File: src/rtl/fifo_stream_reader_pkg.sv
// Shared constants and helpers for the FIFO stream reader.
// Keeps beat-counter sizing in one place so the top and bench agree.
package fifo_stream_reader_pkg;

    localparam int BURST_MAX = 256;

    function automatic int beatWidth(input int burst);
        return (burst > 1) ? $clog2(burst) : 1;
    endfunction

endpackage

File: src/rtl/fifo_stream_reader_if.sv
// FIFO read port plus outgoing valid/ready stream of the reader.
// master = the reader itself, slave = FIFO/downstream side.
interface fifo_stream_reader_if #(
    parameter int WIDTH     = 8,
    parameter int CNT_WIDTH = 16
);
    logic                 fifoEmpty;
    logic                 fifoRdEn;
    logic [WIDTH-1:0]     fifoRdData;
    logic                 outValid;
    logic                 outReady;
    logic [WIDTH-1:0]     outData;
    logic                 outLast;
    logic [CNT_WIDTH-1:0] wordCnt;

    modport master (
        input  fifoEmpty, fifoRdData, outReady,
        output fifoRdEn, outValid, outData, outLast, wordCnt
    );

    modport slave (
        output fifoEmpty, fifoRdData, outReady,
        input  fifoRdEn, outValid, outData, outLast, wordCnt
    );
endinterface

File: src/rtl/fifo_stream_reader_skid.sv
// Two-entry register slice between the FIFO read data and the stream.
// head always presents the oldest word; tail only fills while head is stalled.
module fifo_stream_reader_skid #(
    parameter int WIDTH = 8
) (
    input  logic             clk,
    input  logic             rstN,
    input  logic             inValid,
    input  logic [WIDTH-1:0] inData,
    input  logic             popOut,
    output logic             outValid,
    output logic [WIDTH-1:0] outData,
    output logic [1:0]       occ
);

    logic [WIDTH-1:0] head;
    logic [WIDTH-1:0] tail;

    always_ff @(posedge clk or negedge rstN) begin
        if (!rstN) begin
            head <= '0;
            tail <= '0;
            occ  <= 2'd0;
        end else begin
            case ({inValid, popOut})
                2'b10: begin
                    if (occ == 2'd0) head <= inData;
                    else             tail <= inData;
                    occ <= occ + 2'd1;
                end
                2'b01: begin
                    head <= tail;
                    occ  <= occ - 2'd1;
                end
                2'b11: begin
                    // Head leaves this cycle, so the new word lands behind whatever remains.
                    if (occ == 2'd2) begin
                        head <= tail;
                        tail <= inData;
                    end else begin
                        head <= inData;
                    end
                end
                default: ;
            endcase
        end
    end

    assign outValid = (occ != 2'd0);
    assign outData  = head;

endmodule

File: src/rtl/fifo_stream_reader.sv
// Read-domain FIFO consumer: pops words, hides the 1-cycle RAM latency and
// emits a valid/ready stream framed every BURST words, with a delivered-word count.
module fifo_stream_reader
    import fifo_stream_reader_pkg::*;
#(
    parameter int WIDTH     = 8,
    parameter int BURST     = 4,
    parameter int CNT_WIDTH = 16
) (
    input  logic                 clk,
    input  logic                 rstN,
    fifo_stream_reader_if.master bus
);

    localparam int             BW        = beatWidth(BURST);
    localparam logic [BW-1:0]  LAST_BEAT = BW'(BURST - 1);

    logic                 inFlight;
    logic                 popOut;
    logic                 bufValid;
    logic [WIDTH-1:0]     bufData;
    logic [1:0]           occ;
    logic [2:0]           pending;
    logic [BW-1:0]        beat;
    logic [CNT_WIDTH-1:0] wordCntQ;

    fifo_stream_reader_skid #(.WIDTH(WIDTH)) skid (
        .clk      (clk),
        .rstN     (rstN),
        .inValid  (inFlight),
        .inData   (bus.fifoRdData),
        .popOut   (popOut),
        .outValid (bufValid),
        .outData  (bufData),
        .occ      (occ)
    );

    assign popOut  = bufValid & bus.outReady;
    // Words held plus the one arriving, minus the one leaving, must stay below 2.
    assign pending = {1'b0, occ} + {2'b00, inFlight} - {2'b00, popOut};

    assign bus.fifoRdEn = rstN & ~bus.fifoEmpty & (pending < 3'd2);

    always_ff @(posedge clk or negedge rstN) begin
        if (!rstN) begin
            inFlight <= 1'b0;
            beat     <= '0;
            wordCntQ <= '0;
        end else begin
            inFlight <= bus.fifoRdEn & ~bus.fifoEmpty;
            if (popOut) begin
                beat     <= (beat == LAST_BEAT) ? '0 : beat + BW'(1);
                wordCntQ <= wordCntQ + CNT_WIDTH'(1);
            end
        end
    end

    assign bus.outValid = bufValid;
    assign bus.outData  = bufData;
    assign bus.outLast  = bufValid & (beat == LAST_BEAT);
    assign bus.wordCnt  = wordCntQ;

endmodule
File: src/flat_wrapper.sv
// flat-port wrapper written by rule: the top's interface ports become plain ports
module fifo_stream_reader_flat import fifo_stream_reader_pkg::*;
#(
    parameter int WIDTH     = 8,
    parameter int BURST     = 4,
    parameter int CNT_WIDTH = 16
)
  (clk, rstN, bus_fifoEmpty, bus_fifoRdData, bus_outReady, bus_fifoRdEn, bus_outValid, bus_outData, bus_outLast, bus_wordCnt);
  fifo_stream_reader_if #(.WIDTH(WIDTH), .CNT_WIDTH(CNT_WIDTH)) bus_i ();
  input  logic clk;
  input  logic rstN;
  input wire logic [$bits(bus_i.fifoEmpty)-1:0] bus_fifoEmpty;
  input wire logic [$bits(bus_i.fifoRdData)-1:0] bus_fifoRdData;
  input wire logic [$bits(bus_i.outReady)-1:0] bus_outReady;
  output wire logic [$bits(bus_i.fifoRdEn)-1:0] bus_fifoRdEn;
  output wire logic [$bits(bus_i.outValid)-1:0] bus_outValid;
  output wire logic [$bits(bus_i.outData)-1:0] bus_outData;
  output wire logic [$bits(bus_i.outLast)-1:0] bus_outLast;
  output wire logic [$bits(bus_i.wordCnt)-1:0] bus_wordCnt;
  assign bus_i.fifoEmpty = bus_fifoEmpty;
  assign bus_i.fifoRdData = bus_fifoRdData;
  assign bus_i.outReady = bus_outReady;
  assign bus_fifoRdEn = bus_i.fifoRdEn;
  assign bus_outValid = bus_i.outValid;
  assign bus_outData = bus_i.outData;
  assign bus_outLast = bus_i.outLast;
  assign bus_wordCnt = bus_i.wordCnt;
  fifo_stream_reader #(.WIDTH(WIDTH), .BURST(BURST), .CNT_WIDTH(CNT_WIDTH)) u_core (.clk(clk), .rstN(rstN), .bus(bus_i));
endmodule
File: config.mk
export PLATFORM = sky130hd
export DESIGN_NAME = fifo_stream_reader_flat
export DESIGN_NICKNAME = d
export VERILOG_FILES = /design/src/rtl/fifo_stream_reader_pkg.sv /design/src/rtl/fifo_stream_reader_if.sv /design/src/rtl/fifo_stream_reader_skid.sv /design/src/rtl/fifo_stream_reader.sv /design/src/flat_wrapper.sv
export SDC_FILE = /design/constraint.sdc
export NUM_CORES = 1
export LEC_CHECK = 0
export CORE_ASPECT_RATIO = 1.2
export CORE_UTILIZATION = 45
export CTS_BUF_LIST = sky130_fd_sc_hd__clkbuf_8
export CTS_CLUSTER_SIZE = 25
export DETAILED_ROUTE_END_ITERATION = 12
export PLACE_DENSITY_LB_ADDON = 0.15
export RECOVER_POWER = 50
export SYNTH_ARGS = -nofsm -noshare
export SYNTH_HDL_FRONTEND = slang
export SYNTH_SLANG_ARGS = --single-unit
File: constraint.sdc
create_clock -name clk -period 3.3 [get_ports clk]
set_clock_uncertainty 0.05 [all_clocks]
set_input_delay 0.495 -clock clk [delete_from_list [all_inputs] [get_ports clk]]
set_output_delay 0.495 -clock clk [all_outputs]
set_load 0.05 [all_outputs]
Yosys cells after proc, flatten, opt, wreduce, memory -nomap -nowiden
Index checks and enable logic that the tools add are counted.
Storage, ports and cells
  bits in registers: 37
  input bits: 12
  logic and storage cells: 42
Cells by class
  add/sub/neg operators: 6
  $lt $le $gt $ge: 1
  equality and inequality tests: 8
  muxes and demuxes: 8
  bitwise logic cells: 6
  reduce and logical (&&, ||, !) cells: 7
Operators with widths (count)
  $mux W8: 4
  $pmux W8 S3: 1
  $add A16 B1 Y16 const B: 1
  $pmux W8 S2: 1
  $eq A2 B2 Y1 const B: 4
  $ne A2 B2 Y1 const B: 3
  $reduce_bool A2 Y1: 3
  $and A1 B1 Y1: 5
  $add A2 B1 Y2 const B: 2
  $pmux W2 S2: 1
  $add A2 B1 Y3: 1
  $lt A3 B2 Y1 const B: 1
  $reduce_and A3 Y1: 1
  $reduce_bool A3 Y1: 1
  $sub A3 B1 Y3: 1
  $eq A2 B1 Y1 const B: 1
  $logic_not A2 Y1: 1
  $mux W2: 1
  $reduce_and A2 Y1: 1
  $sub A2 B1 Y2 const B: 1
  $not A1 Y1: 1

Depth between registers and ports, before layout
  word-level depth: 6
  mapped depth: 9
  depth with buffers taken out: 8

By module
From an unflattened synthesis, not the netlist that was laid out.
Second synthesis, totals
  cell total of the unflattened synthesis: 158
  area, all modules: 1836.8 um^2
By module, submodules not included
  fifo_stream_reader_skid: instances 1, cells an instance 83, area an instance 938.4 um^2
  fifo_stream_reader: instances 1, cells an instance 75, area an instance 898.4 um^2

Worst setup path after synthesis
Ideal clock, no wire load.
  kind: reg2out
  start: register u_core.skid.occ[1]
  end: output bus_fifoRdEn
  arrival: 3008 ps
  setup slack: -253 ps
  stages on the path, launching flop included: 10
  buffers on the path: 1
  cells stage by stage: dfrtp_1 > buf_6 > nor2_4 > nor2b_2 > inv_2 > ha_1 > nand2b_1 > fa_1 > xor2_1 > nor3_1
Between the ends
  word-level cells in the longest chain between the ends: 5
  elaborated cells between the ends (all ways): 6
RTL lines
  start, declared: RTL line fifo_stream_reader_skid.sv:13  | output logic [1:0] occ
  start signal, assigned: RTL line fifo_stream_reader_skid.sv:29  | occ <= occ + 2'd1;
  start signal, assigned: RTL line fifo_stream_reader_skid.sv:33  | occ <= occ - 2'd1;
  branches (longest 2 deep; another with $add A2 B1 Y3)
  $sub A3 B1 Y3 (*): RTL line fifo_stream_reader.sv:40  | assign pending = {1'b0, occ} + {2'b00, inFlight} - {2'b00, popOut};
  $lt A3 B2 Y1 (*): RTL line fifo_stream_reader.sv:42  | assign bus.fifoRdEn = rstN & ~bus.fifoEmpty & (pending < 3'd2);
  $and A1 B1 Y1 (*): RTL line fifo_stream_reader.sv:42
  end, declared: RTL line flat_wrapper.sv:15  | output wire logic [$bits(bus_i.fifoRdEn)-1:0] bus_fifoRdEn;
Mark *: on every way between the ends.

Final worst setup path
  start: input bus_outReady
  end: output bus_fifoRdEn
Between the ends
  word-level cells in the longest chain between the ends: 4
RTL lines
  start, declared: RTL line flat_wrapper.sv:14  | input wire logic [$bits(bus_i.outReady)-1:0] bus_outReady;
  $and A1 B1 Y1: RTL line fifo_stream_reader.sv:38  | assign popOut = bufValid & bus.outReady;
  $sub A3 B1 Y3: RTL line fifo_stream_reader.sv:40
  $lt A3 B2 Y1: RTL line fifo_stream_reader.sv:42
  $and A1 B1 Y1: RTL line fifo_stream_reader.sv:42
Every way passes these cells.

==> results.sh <==
export IMPL_area_growth_syn_to_layout_pct=28.34
export IMPL_syn_num_nets=173
export IMPL_r2r_slack_ns=1.01
export IMPL_cts_htree_levels=2
export IMPL_cts_buffers=5
export IMPL_power_internal_mw=1.293
export IMPL_arrival_ns=2.65
export IMPL_p_sw_mw=1.052
export IMPL_holdCritPathClass="reg2reg"
export IMPL_port_buffers=38
export IMPL_finalCriticalPeriod_ns=3.194
export IMPL_post_cts_resized=0
export IMPL_cts_hold_buf=0
export IMPL_holdPathStages=1
export IMPL_hold_violations=0
export IMPL_min_from="u_core.bus.wordCnt[15]"
export IMPL_die_area_um2=4290
export IMPL_synth_area_leaders="dfrtp_1 51%, mux2_2 9.3%, o22ai_1 5.2%, xnor2_1 4.8%, xor2_1 3.4%"
export IMPL_setup_viol=0
export IMPL_synth_cell_type_count=34
export IMPL_drtIter0Drc=55
export IMPL_grt_antenna_before_repair=0
export IMPL_die_x_um=59.96
export IMPL_grt_pass1_wl_mm=6.430
export IMPL_ys_seq_area_share_pct=51.03
export IMPL_r2r_end="u_core.skid.outData[0]"
export IMPL_viasPerCell=5.398
export IMPL_worst_r2r_cell_count=5
export IMPL_grt_util_met2_pct=34.20
export IMPL_num_fill_cells=330
export IMPL_ys_ff_latch=37
export IMPL_finalSetupTns_ns=0
export IMPL_postSynthAreaPerCell_um2=11.56
export IMPL_std_cell_rows=24
export IMPL_dp_hpwl_mm=2.709
export IMPL_pwr_share_seq_pct=32.4
export IMPL_slew_violations=38
export IMPL_swShare_pct=44.87
export IMPL_p_leak_nw=0.9758
export IMPL_status="finished with violations"
export IMPL_postCtsSetupRepairBufs=0
export IMPL_busiest_layer="met2"
export IMPL_io_pins=39
export IMPL_fmax_ghz=0.3131
export IMPL_p_per_area_nw_per_um2=1007
export IMPL_cts_root_buf="clkbuf_8"
export IMPL_drtPass1Iterations=4
export IMPL_synth_top_area_share_pct=51.03
export IMPL_core_um2=3754
export IMPL_crit_path_max_fanout=4
export IMPL_ant_nets=0
export IMPL_fin_total_pwr_mw=2.345
export IMPL_period_share_pct=96.78
export IMPL_die_y_um=71.56
export IMPL_async_flop_share_pct=100.0
export IMPL_cap_violations=1
export IMPL_drt_total_wl_mm=3.776
export IMPL_synthesis_area_um2=1814
export IMPL_clk_insertion_delay_late_ns=0.29
export IMPL_hold_end="u_core.bus.wordCnt[15]"
export IMPL_n_antenna_cell=0
export IMPL_wire_per_inst_um=14.75
export IMPL_cts_max_path_buffers=2
export IMPL_grt_pass1_vias=1455
export IMPL_p_comb_share_pct=54.1
export IMPL_crit_type="in2out"
export IMPL_drc=0
export IMPL_grt_max_degree=38
export IMPL_tightest_slew_ns=1.947
export IMPL_start_util_pct=48.33
export IMPL_layout_drive_gt1_share_pct=14.22
export IMPL_ys_warn_count=0
export IMPL_synth_edff_count=0
export IMPL_rsz0062_at_grt="false"
export IMPL_place_congestion=0.7723
export IMPL_met1_usage_pct=23.20
export IMPL_violations="capacitance limit, slew limit"
export IMPL_clk_pin_slew_worst_paths_ns=0.07
export IMPL_rr_startpoint="u_core.inFlight"
export IMPL_grt_overflow=0
export IMPL_maxSlewHeadroom_pct=-29.83
export IMPL_grt_use_met3_pct=6.679
export IMPL_nNetsFinal=220
export IMPL_synth_flop_cell="dfrtp_1"
export IMPL_cp_end_kind="output port"
export IMPL_critical_path_required_ns=2.75
export IMPL_cts_tree="done"
export IMPL_grt_usage_pct=20.55
export IMPL_syn_inst=157
export IMPL_vias=1382
export IMPL_critPathLaunchType="input port"
export IMPL_p_clk_share_pct=13.4
export IMPL_vdd_drop_max_mv=0.5288
export IMPL_yosys_area_top_type="dfrtp_1"
export IMPL_cts_sinks=37
-- synth_stat cells, drive strengths merged (2+ instances only) --
master	instances
nor2b	4
nor3	4
xor2	7
dfrtp	37
nand3	2
nor2	7
xnor2	10
ha	3
a21oi	9
mux2	15
nand2	14
inv	2
o21ai	3
buf	5
o22ai	15
nand4	8
-- metrics by stage --
step / hold slack [ns] / worst slack [ns] / utilization (%) / area [um^2] / cells
3_3_place_gp: 0.4083 / 0.1523 / 60.93 / 2287 / 249
4_1_cts: 0.4347 / 0.08299 / 63.23 / 2374 / 256
5_1_grt: 0.4601 / 0.02135 / 62.03 / 2328 / 256
6_report: 0.4351 / 0.1061 / 62.03 / 2328 / 256
2_1_floorplan: 0.1494 / 0.1661 / - / 1819 / 157
3_5_place_dp: 0.4253 / 0.08911 / 60.93 / 2287 / 249
-- layer usage --
metal | routed length (um) | vias to the layer above
met3 | 173 | 6
li1 | - | 657
met4 | 72 | 0
met5 | 0 | -
met2 | 1908 | 40
met1 | 1622 | 679
-- cells in the final DEF, fill, tap and decap left out, types with 2 or more instances in the layout --
master | Yosys | layout
a21oi_1 | 9 | 9
buf_4 | 1 | 2
clkbuf_1 | 0 | 5
clkbuf_8 | 0 | 6
clkdlybuf4s50_1 | 0 | 36
dfrtp_1 | 37 | 37
ha_1 | 3 | 3
inv_1 | 1 | 2
mux2_2 | 15 | 15
nand2_1 | 13 | 14
nand3_1 | 2 | 2
nand4_1 | 8 | 8
nor2_1 | 6 | 6
nor2b_1 | 3 | 3
nor3_1 | 4 | 3
o21ai_0 | 3 | 3
o22ai_1 | 15 | 15
xnor2_1 | 10 | 10
xor2_1 | 7 | 7
-- layout make-up --
cell class	instances	area [um^2]	area share, %
multi-input combinational	112	815.8	35.03
timing repair buffer	45	424.2	18.22
clock buffer	6	82.58	3.546
tap	52	65.06	2.794
sequential	37	925.9	39.76
clock inverter	1	3.754	0.1612
inverter	3	11.26	0.4836
-- power groups by stage --
| stage | Combinational [mW] | Sequential, mW | Clock, mW |
|---|---|---|---|
| floorplan | 0.635 | 1.05 | 0 |
| finish | 1.27 | 0.761 | 0.315 |
| global placement | 1.27 | 0.759 | 0 |
| CTS | 1.31 | 0.763 | 0.326 |
| global route | 1.36 | 0.784 | 0.345 |
| detailed placement | 1.30 | 0.770 | 0 |
-- state kept, by name, summed over array words and instances (netlist names) --
signal and flops:
u_core.bus.wordCnt 16, u_core.skid.outData 8, u_core.skid.tail 8, u_core.skid.occ 2
u_core.inFlight 1, u_core.beat 2
-- cell families (layout without fill, tap and decap cells) --
family,count (synthesis),after routing,synth area share (%)
DFF,37,37,51.03
and+or+nand+nor,45,45,13.59
muxes,15,15,9.310
xor gates and xnor gates,17,17,8.207
buffers and inverters,8,55,2.827
AOI/OAI and AO/OA,31,31,11.86
adders and majority gates,4,4,3.173
-- critical path: stages --
cell and delay, ns:
clkdlybuf4s50_1 0.47, nor2b_2 0.16, inv_2 0.05, ha_1 0.33
nand2b_1 0.18, fa_1 0.38, xor2_1 0.17, nor3_2 0.24
buf_12 0.17
-- worst max path at each step --
stage / start / end / slack [ns]
after floorplan: u_core.skid.occ[1] / bus_fifoRdEn / 0.17
after CTS: bus_outReady / bus_fifoRdEn / 0.08
final: bus_outReady / bus_fifoRdEn / 0.11
after global routing: bus_outReady / bus_fifoRdEn / 0.02
after detailed placement: bus_outReady / bus_fifoRdEn / 0.09
after global placement: bus_outReady / bus_fifoRdEn / 0.15
No activity file was read; power rests on OpenSTA's default activity.
